`config.mk`:
```
export PLATFORM = sky130hd
export DESIGN_NAME = motor_mix_scheduler_flat
export DESIGN_NICKNAME = d
export VERILOG_FILES = /design/src/rtl/motor_mix_scheduler_pkg.sv /design/src/rtl/motor_mix_scheduler_if.sv /design/src/rtl/mix_sat_adder.sv /design/src/rtl/motor_mix_scheduler.sv /design/src/flat_wrapper.sv
export SDC_FILE = /design/constraint.sdc
export NUM_CORES = 1
export LEC_CHECK = 0
export BUFFER_PORTS_ARGS = -buffer_cell sky130_fd_sc_hd__buf_2
export CORE_MARGIN = 2
export CORE_UTILIZATION = 30
export DETAILED_ROUTE_END_ITERATION = 8
export PLACE_DENSITY = 0.5
export SYNTH_ARGS = -nofsm -noshare
export SYNTH_HDL_FRONTEND = slang
export SYNTH_SLANG_ARGS = --single-unit
```
`constraint.sdc`:
```
create_clock -name clk -period 10.25 [get_ports clk]
set_clock_uncertainty 0.2 [all_clocks]
set_input_delay 0.5125 -clock clk [delete_from_list [all_inputs] [get_ports clk]]
set_output_delay 0.5125 -clock clk [all_outputs]
set_load 0.02 [all_outputs]
```
`src/rtl/motor_mix_scheduler_pkg.sv`:
```
// Shared constants, state encodings and the quad-X mix sign table for the
// motor mix scheduler.
package motor_pkg;

    localparam int         SUM_W         = 11;
    localparam logic [7:0] BASE_DUTY_DEF = 8'd50;
    localparam logic [7:0] MAX_DUTY_DEF  = 8'd100;

    typedef enum logic [2:0] {
        S_IDLE,
        S_CALC0,
        S_CALC1,
        S_CALC2,
        S_CALC3,
        S_PUBLISH
    } sched_e;

    typedef enum logic {
        A_DISARMED,
        A_ARMED
    } arm_e;

    // Returns {pitch, roll, yaw} subtract flags for one motor; 1 = subtract.
    function automatic logic [2:0] mix_sign(input logic [1:0] motor);
        logic [2:0] sub;
        case (motor)
            2'd0:    sub = 3'b001;
            2'd1:    sub = 3'b010;
            2'd2:    sub = 3'b111;
            default: sub = 3'b100;
        endcase
        return sub;
    endfunction

endpackage

```
`src/rtl/motor_mix_scheduler_if.sv`:
```
// Offset-sample input bundle and duty/status outputs of the motor mix scheduler.
interface motor_mix_scheduler_if;
    logic       sample_valid;
    logic [7:0] throttle_offset;
    logic [7:0] pitch_offset;
    logic [7:0] roll_offset;
    logic [7:0] yaw_offset;
    logic       arm_req;
    logic [7:0] duty_m0;
    logic [7:0] duty_m1;
    logic [7:0] duty_m2;
    logic [7:0] duty_m3;
    logic       duty_valid;
    logic       busy;
    logic       armed;
    logic       failsafe;

    modport master (
        output sample_valid, throttle_offset, pitch_offset, roll_offset, yaw_offset, arm_req,
        input  duty_m0, duty_m1, duty_m2, duty_m3, duty_valid, busy, armed, failsafe
    );

    modport slave (
        input  sample_valid, throttle_offset, pitch_offset, roll_offset, yaw_offset, arm_req,
        output duty_m0, duty_m1, duty_m2, duty_m3, duty_valid, busy, armed, failsafe
    );
endinterface

```
`src/rtl/mix_sat_adder.sv`:
```
// Combinational five-term signed mix sum (base + T +/- P +/- R +/- Y) clamped
// to [0, MAX_DUTY]; shared across all four motors by the scheduler.
module mix_sat_adder
    import motor_pkg::*;
#(
    parameter logic [7:0] MAX_DUTY = MAX_DUTY_DEF
) (
    input  logic [7:0] base,
    input  logic [7:0] throttle,
    input  logic [7:0] pitch,
    input  logic [7:0] roll,
    input  logic [7:0] yaw,
    input  logic [2:0] sub_sel,
    output logic [7:0] duty
);

    logic signed [SUM_W-1:0] base_ext;
    logic signed [SUM_W-1:0] thr_ext;
    logic signed [SUM_W-1:0] pitch_ext;
    logic signed [SUM_W-1:0] roll_ext;
    logic signed [SUM_W-1:0] yaw_ext;
    logic signed [SUM_W-1:0] sum;
    logic signed [SUM_W-1:0] max_ext;

    assign base_ext  = signed'({{(SUM_W-8){1'b0}}, base});
    assign thr_ext   = signed'({{(SUM_W-8){1'b0}}, throttle});
    assign max_ext   = signed'({{(SUM_W-8){1'b0}}, MAX_DUTY});
    assign pitch_ext = signed'({{(SUM_W-8){pitch[7]}}, pitch});
    assign roll_ext  = signed'({{(SUM_W-8){roll[7]}}, roll});
    assign yaw_ext   = signed'({{(SUM_W-8){yaw[7]}}, yaw});

    always_comb begin
        sum = base_ext + thr_ext
            + (sub_sel[2] ? -pitch_ext : pitch_ext)
            + (sub_sel[1] ? -roll_ext  : roll_ext)
            + (sub_sel[0] ? -yaw_ext   : yaw_ext);
        if (sum < 0) begin
            duty = 8'd0;
        end else if (sum > max_ext) begin
            duty = MAX_DUTY;
        end else begin
            duty = sum[7:0];
        end
    end

endmodule

```
`src/rtl/motor_mix_scheduler.sv`:
```
// Time-shares one saturating mix adder across four motors on a six-state
// schedule; owns arm/disarm, the receiver-loss watchdog and failsafe latch.
module motor_mix_scheduler
    import motor_pkg::*;
#(
    parameter logic [7:0]  BASE_DUTY   = BASE_DUTY_DEF,
    parameter logic [7:0]  MAX_DUTY    = MAX_DUTY_DEF,
    parameter int unsigned TIMEOUT_CYC = 1_000_000
) (
    input  logic                  clk,
    input  logic                  rst,
    motor_mix_scheduler_if.slave  bus
);

    sched_e      state_q, state_d;
    arm_e        arm_q, arm_d;
    logic        failsafe_q, failsafe_d;
    logic        rearm_ok_q, rearm_ok_d;
    logic [31:0] wdog_q, wdog_d;
    logic [7:0]  thr_q, thr_d, pitch_q, pitch_d, roll_q, roll_d, yaw_q, yaw_d;
    logic [7:0]  shadow_q [3];
    logic [7:0]  shadow_d [3];
    logic [7:0]  duty_q [4];
    logic [7:0]  duty_d [4];
    logic        duty_valid_q, duty_valid_d;
    logic        busy_q, busy_d;

    logic        accept, trip, arming;
    logic [1:0]  motor_idx;
    logic [7:0]  sum_duty, calc_val;

    always_comb begin
        case (state_q)
            S_CALC1: motor_idx = 2'd1;
            S_CALC2: motor_idx = 2'd2;
            S_CALC3: motor_idx = 2'd3;
            default: motor_idx = 2'd0;
        endcase
    end

    mix_sat_adder #(.MAX_DUTY(MAX_DUTY)) u_adder (
        .base     (BASE_DUTY),
        .throttle (thr_q),
        .pitch    (pitch_q),
        .roll     (roll_q),
        .yaw      (yaw_q),
        .sub_sel  (mix_sign(motor_idx)),
        .duty     (sum_duty)
    );

    assign calc_val = (arm_q == A_ARMED && !failsafe_q) ? sum_duty : BASE_DUTY;

    always_comb begin
        accept = (state_q == S_IDLE) && bus.sample_valid;
        // A sample arriving on the expiry cycle wins over the timeout.
        trip   = (wdog_q == TIMEOUT_CYC) && !failsafe_q && !accept;
        arming = accept && bus.arm_req && (bus.throttle_offset == 8'd0)
                 && !failsafe_q && rearm_ok_q;

        state_d      = state_q;
        arm_d        = arm_q;
        failsafe_d   = failsafe_q;
        rearm_ok_d   = rearm_ok_q;
        thr_d        = thr_q;
        pitch_d      = pitch_q;
        roll_d       = roll_q;
        yaw_d        = yaw_q;
        shadow_d     = shadow_q;
        duty_d       = duty_q;
        duty_valid_d = 1'b0;

        if (accept) begin
            wdog_d = 32'd0;
        end else if (wdog_q == TIMEOUT_CYC) begin
            wdog_d = wdog_q;
        end else begin
            wdog_d = wdog_q + 32'd1;
        end

        if (accept) begin
            thr_d      = bus.throttle_offset;
            pitch_d    = bus.pitch_offset;
            roll_d     = bus.roll_offset;
            yaw_d      = bus.yaw_offset;
            failsafe_d = 1'b0;
        end
        if (trip) begin
            failsafe_d = 1'b1;
        end

        if (trip || (arm_q == A_ARMED && !bus.arm_req)) begin
            arm_d = A_DISARMED;
        end else if (arming) begin
            arm_d = A_ARMED;
        end

        // Re-arming needs arm_req to be seen low after any disarm.
        if (trip || arming) begin
            rearm_ok_d = 1'b0;
        end else if (!bus.arm_req) begin
            rearm_ok_d = 1'b1;
        end

        case (state_q)
            S_IDLE: begin
                if (accept) begin
                    state_d = S_CALC0;
                end else if (trip) begin
                    state_d      = S_PUBLISH;
                    duty_d       = '{BASE_DUTY, BASE_DUTY, BASE_DUTY, BASE_DUTY};
                    duty_valid_d = 1'b1;
                end
            end
            S_CALC0: begin
                shadow_d[0] = calc_val;
                state_d     = S_CALC1;
            end
            S_CALC1: begin
                shadow_d[1] = calc_val;
                state_d     = S_CALC2;
            end
            S_CALC2: begin
                shadow_d[2] = calc_val;
                state_d     = S_CALC3;
            end
            S_CALC3: begin
                // Outputs load on entry to PUBLISH so duty_valid is high during it.
                state_d      = S_PUBLISH;
                duty_valid_d = 1'b1;
                if (failsafe_q || trip) begin
                    duty_d = '{BASE_DUTY, BASE_DUTY, BASE_DUTY, BASE_DUTY};
                end else begin
                    duty_d = '{shadow_q[0], shadow_q[1], shadow_q[2], calc_val};
                end
            end
            default: begin
                state_d = S_IDLE;
            end
        endcase

        busy_d = (state_d != S_IDLE);
    end

    always_ff @(posedge clk or posedge rst) begin
        if (rst) begin
            state_q      <= S_IDLE;
            arm_q        <= A_DISARMED;
            failsafe_q   <= 1'b0;
            rearm_ok_q   <= 1'b0;
            wdog_q       <= 32'd0;
            thr_q        <= 8'd0;
            pitch_q      <= 8'd0;
            roll_q       <= 8'd0;
            yaw_q        <= 8'd0;
            duty_valid_q <= 1'b0;
            busy_q       <= 1'b0;
            for (int i = 0; i < 3; i++) shadow_q[i] <= BASE_DUTY;
            for (int i = 0; i < 4; i++) duty_q[i] <= BASE_DUTY;
        end else begin
            state_q      <= state_d;
            arm_q        <= arm_d;
            failsafe_q   <= failsafe_d;
            rearm_ok_q   <= rearm_ok_d;
            wdog_q       <= wdog_d;
            thr_q        <= thr_d;
            pitch_q      <= pitch_d;
            roll_q       <= roll_d;
            yaw_q        <= yaw_d;
            duty_valid_q <= duty_valid_d;
            busy_q       <= busy_d;
            shadow_q     <= shadow_d;
            duty_q       <= duty_d;
        end
    end

    assign bus.duty_m0    = duty_q[0];
    assign bus.duty_m1    = duty_q[1];
    assign bus.duty_m2    = duty_q[2];
    assign bus.duty_m3    = duty_q[3];
    assign bus.duty_valid = duty_valid_q;
    assign bus.busy       = busy_q;
    assign bus.armed      = (arm_q == A_ARMED);
    assign bus.failsafe   = failsafe_q;

endmodule
```
`src/flat_wrapper.sv`:
```
// flat-port wrapper written by rule: the top's interface ports become plain ports
module motor_mix_scheduler_flat import motor_pkg::*;
#(
    parameter logic [7:0]  BASE_DUTY   = BASE_DUTY_DEF,
    parameter logic [7:0]  MAX_DUTY    = MAX_DUTY_DEF,
    parameter int unsigned TIMEOUT_CYC = 1_000_000
)
  (clk, rst, bus_sample_valid, bus_throttle_offset, bus_pitch_offset, bus_roll_offset, bus_yaw_offset, bus_arm_req, bus_duty_m0, bus_duty_m1, bus_duty_m2, bus_duty_m3, bus_duty_valid, bus_busy, bus_armed, bus_failsafe);
  motor_mix_scheduler_if bus_i ();
  input  logic clk;
  input  logic rst;
  input wire logic [$bits(bus_i.sample_valid)-1:0] bus_sample_valid;
  input wire logic [$bits(bus_i.throttle_offset)-1:0] bus_throttle_offset;
  input wire logic [$bits(bus_i.pitch_offset)-1:0] bus_pitch_offset;
  input wire logic [$bits(bus_i.roll_offset)-1:0] bus_roll_offset;
  input wire logic [$bits(bus_i.yaw_offset)-1:0] bus_yaw_offset;
  input wire logic [$bits(bus_i.arm_req)-1:0] bus_arm_req;
  output wire logic [$bits(bus_i.duty_m0)-1:0] bus_duty_m0;
  output wire logic [$bits(bus_i.duty_m1)-1:0] bus_duty_m1;
  output wire logic [$bits(bus_i.duty_m2)-1:0] bus_duty_m2;
  output wire logic [$bits(bus_i.duty_m3)-1:0] bus_duty_m3;
  output wire logic [$bits(bus_i.duty_valid)-1:0] bus_duty_valid;
  output wire logic [$bits(bus_i.busy)-1:0] bus_busy;
  output wire logic [$bits(bus_i.armed)-1:0] bus_armed;
  output wire logic [$bits(bus_i.failsafe)-1:0] bus_failsafe;
  assign bus_i.sample_valid = bus_sample_valid;
  assign bus_i.throttle_offset = bus_throttle_offset;
  assign bus_i.pitch_offset = bus_pitch_offset;
  assign bus_i.roll_offset = bus_roll_offset;
  assign bus_i.yaw_offset = bus_yaw_offset;
  assign bus_i.arm_req = bus_arm_req;
  assign bus_duty_m0 = bus_i.duty_m0;
  assign bus_duty_m1 = bus_i.duty_m1;
  assign bus_duty_m2 = bus_i.duty_m2;
  assign bus_duty_m3 = bus_i.duty_m3;
  assign bus_duty_valid = bus_i.duty_valid;
  assign bus_busy = bus_i.busy;
  assign bus_armed = bus_i.armed;
  assign bus_failsafe = bus_i.failsafe;
  motor_mix_scheduler #(.BASE_DUTY(BASE_DUTY), .MAX_DUTY(MAX_DUTY), .TIMEOUT_CYC(TIMEOUT_CYC)) u_core (.clk(clk), .rst(rst), .bus(bus_i));
endmodule
```
# After elaboration in Yosys (flattened, before gate mapping)
# Cells that the tools add are included.
dict set report totals {
  regBits 128
  inputBits 36
  latch_bits 0
  out_inout_bits 36
  mem_count 0
  mem_bits_ro 0
  mem_bits_rw 0
}
dict set report op_classes {
  n_shift 0
  n_eq_ne 11
  magnitude_cmp 2
  multipliers 0
  addsub 8
  reduce_logical 23
  bitwise 0
  muxes 26
  div_mod_pow 0
}
# op n
set op_table {}
lappend op_table {{two-way mux 32 bit} 5}
lappend op_table {{one-hot mux 32 bit (2 select lines)} 1}
lappend op_table {{adder 11 bit} 3}
lappend op_table {{two-way mux 11 bit} 3}
lappend op_table {{negation 8 -> 11 bit} 3}
lappend op_table {{adder 32 x 1 -> 32 bit (second input constant)} 1}
lappend op_table {{== test 32 x 20 -> 1 bit (second input constant)} 1}
lappend op_table {{two-way mux 8 bit} 3}
lappend op_table {{one-hot mux 3 bit (5 select lines)} 1}
lappend op_table {{greater-than comparator 11 x 8 -> 1 bit (second input constant)} 1}
lappend op_table {{< comparator 11 x 1 -> 1 bit (second input constant)} 1}
lappend op_table {{adder 6 x 8 -> 9 bit (first input constant)} 1}
lappend op_table {{logical AND 1 bit} 9}
lappend op_table {{one-hot mux 3 bit (3 select lines)} 1}
lappend op_table {{zero test 8 bit} 1}
lappend op_table {{two-way mux 1 bit} 8}
lappend op_table {{== test 3 x 2 -> 1 bit (second input constant)} 2}
lappend op_table {{two-way mux 3 bit} 2}
lappend op_table {{!= test 2 x 1 -> 1 bit (second input constant)} 3}
lappend op_table {{one-hot mux 2 bit (3 select lines)} 1}
lappend op_table {{nonzero test 2 bit} 3}
lappend op_table {{== test 3 x 1 -> 1 bit (second input constant)} 1}
lappend op_table {{== test 3 bit (second input constant)} 1}
lappend op_table {{zero test 1 bit} 3}
lappend op_table {{9 further kinds} 11}

# Logic depth before layout (Yosys ltp)
dict set report logic_depth {
  depth_word 14
  mapped_depth 20
  mapped_depth_nobuf 17
}

# By module
# A second synthesis with hierarchy kept.
dict set report unflattened {
  hier_cells 679
  hier_area_um2 7138.1
}
# mod n_inst area_each_um2 seq_area_each_um2 cells_per_inst
set modules_own_cells {}
lappend modules_own_cells {motor_mix_scheduler 1 5293.8 3229.3 448}
lappend modules_own_cells {mix_sat_adder 1 1844.3 0.0 231}

# Least setup slack after synthesis
# No wires, ideal clock.
dict set report synth_timing {
  path_type {register to register}
  startpoint {reg u_core.state_q[1]}
  endpoint {reg u_core.shadow_q[18] (netlist name)}
  path_buffers 2
  t_arrival_ns 4.355
  synth_period_minus_slack_ns 4.677
  path_stages_with_launch 19
  path_slack_ns 5.573
  setup_ns 0.122
  cell_sequence {dfrtp_1 > buf_6 > nand2b_1 > clkbuf_1 > nor2_1 > a21oi_1 > nor2_1 > xor2_1 > fa_1 > fa_1 > inv_1 > fa_1 > nor2b_1 > o2111ai_1 > a21bo_2 > o2bb2a_1 > o311a_1 > nand2_1 > a32o_1}
}
dict set report synth_via {
  elab_chain_cells 12
}
# element line
set synth_lines {}
lappend synth_lines {{start: declaration} motor_mix_scheduler.sv:15} ;# sched_e state_q, state_d;
lappend synth_lines {{start signal: assignment} motor_mix_scheduler.sv:160} ;# state_q <= state_d;
lappend synth_lines {{== test 3 bit / == test 3 x 2 -> 1 bit (equally long branches)} motor_mix_scheduler.sv:33} ;# case (state_q)
lappend synth_lines {{one-hot mux 2 bit (3 select lines)} motor_mix_scheduler.sv:33}
lappend synth_lines {{== test 2 bit, or another cell as far along} motor_mix_scheduler_pkg.sv:26} ;# case (motor)
lappend synth_lines {{one-hot mux 3 bit (3 select lines)} motor_mix_scheduler_pkg.sv:26}
lappend synth_lines {{two-way mux 11 bit} mix_sat_adder.sv:34} ;# + (sub_sel[2] ? -pitch_ext : pitch_ext)
lappend synth_lines {{adder 11 bit} mix_sat_adder.sv:34}
lappend synth_lines {{adder 11 bit} mix_sat_adder.sv:35} ;# + (sub_sel[1] ? -roll_ext : roll_ext)
lappend synth_lines {{adder 11 bit} mix_sat_adder.sv:36} ;# + (sub_sel[0] ? -yaw_ext : yaw_ext);
lappend synth_lines {{greater-than comparator 11 x 8 -> 1 bit} mix_sat_adder.sv:39} ;# end else if (sum > max_ext) begin
lappend synth_lines {{two-way mux 8 bit} mix_sat_adder.sv:39}
lappend synth_lines {{two-way mux 8 bit} mix_sat_adder.sv:37} ;# if (sum < 0) begin
lappend synth_lines {{two-way mux 8 bit} motor_mix_scheduler.sv:51} ;# assign calc_val = (arm_q == A_ARMED && !failsafe_q) ? sum_duty : BASE_DUTY;
lappend synth_lines {{end signal: assignment} motor_mix_scheduler.sv:171} ;# shadow_q <= shadow_d;
lappend synth_lines {{end: declaration} motor_mix_scheduler.sv:21} ;# logic [7:0] shadow_q [3];
# Parallel ways exist; a longest one is shown, timed or not.
# A chain may end at the register's enable or synchronous reset.

# Worst setup path after layout
dict set report layout_timing {
  startpoint {reg u_core.state_q[2]}
  endpoint {reg u_core.shadow_q[18] (netlist name)}
}
# The elaborated chain is that of the path after synthesis.

==> impl_metrics.csv <==
group,metric,value,unit
outcome,status,"finished clean",
timing,rsz0062_at_grt,"false",
timing,fin_hold_ws,40.1,ps
timing,fin_tns_setup,0,ps
cells_and_area,diodes,0,
clocking,cts-root-buf,"clkbuf_16",
route,route.detailed.drc,0,
logic_synthesis,synth_flop_cell,"dfrtp_1",
run,drv_cap,0,
route,drt_iter0_drc,254,
logic_synthesis,yosys.area.top_type_share,0.394,
critical_path,slowest_stage,"a21oi_1",
placed_design,hpwl,11600,um
cells_and_area,drive_gt1_frac,0.189,
timing,worstMarginPinSlew,1200,ps
timing,hold_viol,0,
timing,fin_crit_sh,0.536,
logic_synthesis,yosys-top-cells-area,"dfrtp_1 39%, dfstp_2 8.1%, nand2_1 5.8%",
floorplanning,rows,55,
critical_path,worst_path_largest_cell_delay,740,ps
logic_synthesis,synth_common_cells,"107 x dfrtp_1, 105 x nand2_1, 64 x nor2_1",
global_routing,grt_pass1_vias,5007,
clocking,cts_buffers,17,
clocking,clock_latency,420,ps
logic_synthesis,synth-edff-count,0,
timing,slew_headroom,0.199,
logic_synthesis,synth_area_leader_cell,"dfrtp_1",
placed_design,place_congestion,0.805,
logic_synthesis,synth_nets,752,
critical_path,worstPathArrival,5600,ps
global_routing,grt_max_degree,77,
timing,setup_violations,0,
route,postRouteAntennaNets,0,
clocking,cts_tree,"done",
logic_synthesis,syn_inst,680,
route,vias_per_cell,4.76,
clocking,clockBufferDepth,2,
logic_synthesis,synth_most_common_cell,"dfrtp_1",
clocking,cts_resized,0,
clocking,cts.clk_slew.worst_paths,60,ps
route,first_pass_iters,6,
timing,period_needed,5490,ps
critical_path,crit_path_end_kind,"flip-flop",
route,via_count,4991,
min_path,worst_hold_path_type,"in2async",
floorplanning,dieArea,23900,um^2
critical_path,cp_common_cell,"fa_1",
logic_synthesis,yosysWarnings,0,
logic_synthesis,synthArstFlopShare,1.00,
logic_synthesis,netlist_area,6790,um^2
clocking,cts.hold.buffers_added,0,
timing,max_freq,182,MHz
placed_design,io_buffers,71,
logic_synthesis,synth-seq-area-share,0.475,
logic_synthesis,ys_ff_latch,128,
critical_path,crit_chain,"nand2b_1, a21oi_1, mux2i_1, fa_1, inv_1, fa_1, ha_1, inv_1, fa_1, nor2b_1, o2111ai_1, a21bo_2, o2bb2a_1, o311a_1, nand2_1, a32o_1",
critical_path,start_kind,"flip-flop",
timing,setup_ws,4760,ps
clocking,clock-sinks,128,
clocking,cts_setup_buffers,0,
logic_synthesis,synth_cell_types,59,
global_routing,gr-total-overflow,0,
placed_design,dp_slack,4760,ps
route,routedWlPerCell,15.4,um
global_routing,grt_first_pass_wirelength,27100,um
cells_and_area,area_growth,18.0,%
floorplanning,die_w,154,um
logic_synthesis,synth.avg_cell_area,9.99,um^2
global_routing,track_usage,0.144,
critical_path,worstPathRequired,10350,ps
global_routing,antenna_found_initial,0,
critical_path,path_class,"reg2reg",
floorplanning,coreArea,22400,um^2
floorplanning,start_util,0.303,
floorplanning,fp.dieH,154,um
clocking,htree_levels,4,
route,wirelength,16100,um
timing,drv_slew,0,
critical_path,cp_max_fo,14,
floorplanning,pin_count,72,
cells_and_area,nets,822,
[cells by family after synthesis]
logic type	count (synthesis)	share of synthesized area
compound gates	114	0.119
xor+xnor	58	0.0790
fa+ha+maj	36	0.0873
buf+inv	66	0.0391
flops	128	0.475
mux	6	0.00940
simple gates	272	0.191
[layout by cell type (no fill, tap or decap), types with 3 or more instances in the layout]
master | synthesis | layout
xnor2_1 | 32 | 32
o21ai_0 | 17 | 16
clkinv_2 | 0 | 3
nor3_1 | 15 | 14
clkbuf_8 | 0 | 4
mux2i_1 | 3 | 3
clkbuf_1 | 18 | 5
nor4b_1 | 3 | 3
and2_1 | 4 | 4
clkbuf_16 | 0 | 17
o21ai_1 | 3 | 4
a32o_1 | 8 | 8
a211oi_1 | 3 | 3
nor4_1 | 6 | 6
a31oi_1 | 4 | 4
nor2_1 | 64 | 64
nand3_1 | 20 | 20
inv_1 | 42 | 41
a21o_1 | 4 | 4
o21ai_2 | 4 | 4
and3_1 | 11 | 11
ha_1 | 17 | 17
buf_4 | 0 | 4
nor3b_1 | 4 | 4
or3_1 | 6 | 6
or2_2 | 3 | 3
o22a_1 | 17 | 17
nand2_1 | 105 | 105
mux2_2 | 3 | 3
a21oi_1 | 27 | 27
dfstp_2 | 21 | 21
fa_1 | 19 | 19
nor2b_1 | 3 | 3
xor2_1 | 24 | 24
dfrtp_1 | 107 | 107
a22o_1 | 17 | 17
buf_2 | 2 | 71
nand2b_1 | 7 | 7
nand4_1 | 9 | 9
[per-stage QoR]
step	cells	instance area, um^2	utilization
after floorplan	680	6790	-
after global placement	1016	7430	0.331
after detailed placement	1016	7430	0.331
after CTS	1048	8020	0.357
after global routing	1048	8020	0.357
final	1048	8020	0.357
[worst paths after layout]
check | start | end | slack [ps] | depth (start not counted)
worst max-delay path | u_core.state_q[2] | u_core.shadow_q[18] | 4760 | 16
min in group clk | bus_pitch_offset[2] | u_core.pitch_q[2] | 80 | 3
worst min register to register | u_core.bus.duty_m3[7] | u_core.bus.duty_m3[7] | 280 | 1
worst min-delay path | rst | u_core.bus.duty_valid | 40 | 2
max in group asynchronous | rst | u_core.state_q[0] | 8440 | 3
worst max register to register | u_core.state_q[2] | u_core.shadow_q[18] | 4760 | 16
[sequential cells by signal, indices dropped and copies added (netlist names)]
register / cells
u_core.bus.armed: 1
u_core.bus.busy: 1
u_core.bus.duty_m0: 8
u_core.bus.duty_m1: 8
u_core.bus.duty_m2: 8
u_core.bus.duty_m3: 8
u_core.bus.duty_valid: 1
u_core.bus.failsafe: 1
u_core.pitch_q: 8
u_core.rearm_ok_q: 1
u_core.roll_q: 8
u_core.shadow_q: 24
u_core.state_q: 3
u_core.thr_q: 8
u_core.wdog_q: 32
u_core.yaw_q: 8
[layer usage]
layer,routed length [um],track usage,vias to the layer above
li1,-,-,2478
met1,8520,0.213,2396
met2,6880,0.210,105
met3,548,0.0342,12
met4,170,0.0370,0
met5,0,0,-
[worst max-delay path: cells and delay by family, from the launching register on]
kind	cells	cell delay [ps]
mux	1	210
fa+ha+maj	4	1640
buf+inv	2	110
compound gates	6	2000
simple gates	3	740
flops	1	480
[cell type report]
cell class / count / area [um^2]
Clock buffer: 26 / 499
Clock inverter: 6 / 82.6
Fill cell: 2319 / 14400
Inverter: 42 / 160
Multi-Input combinational cell: 486 / 3300
Sequential cell: 128 / 3230
Tap cell: 285 / 357
Timing Repair Buffer: 75 / 385
Power is not shown: default switching activity piles up to over one toggle a cycle in this logic, so the estimate is an artifact.
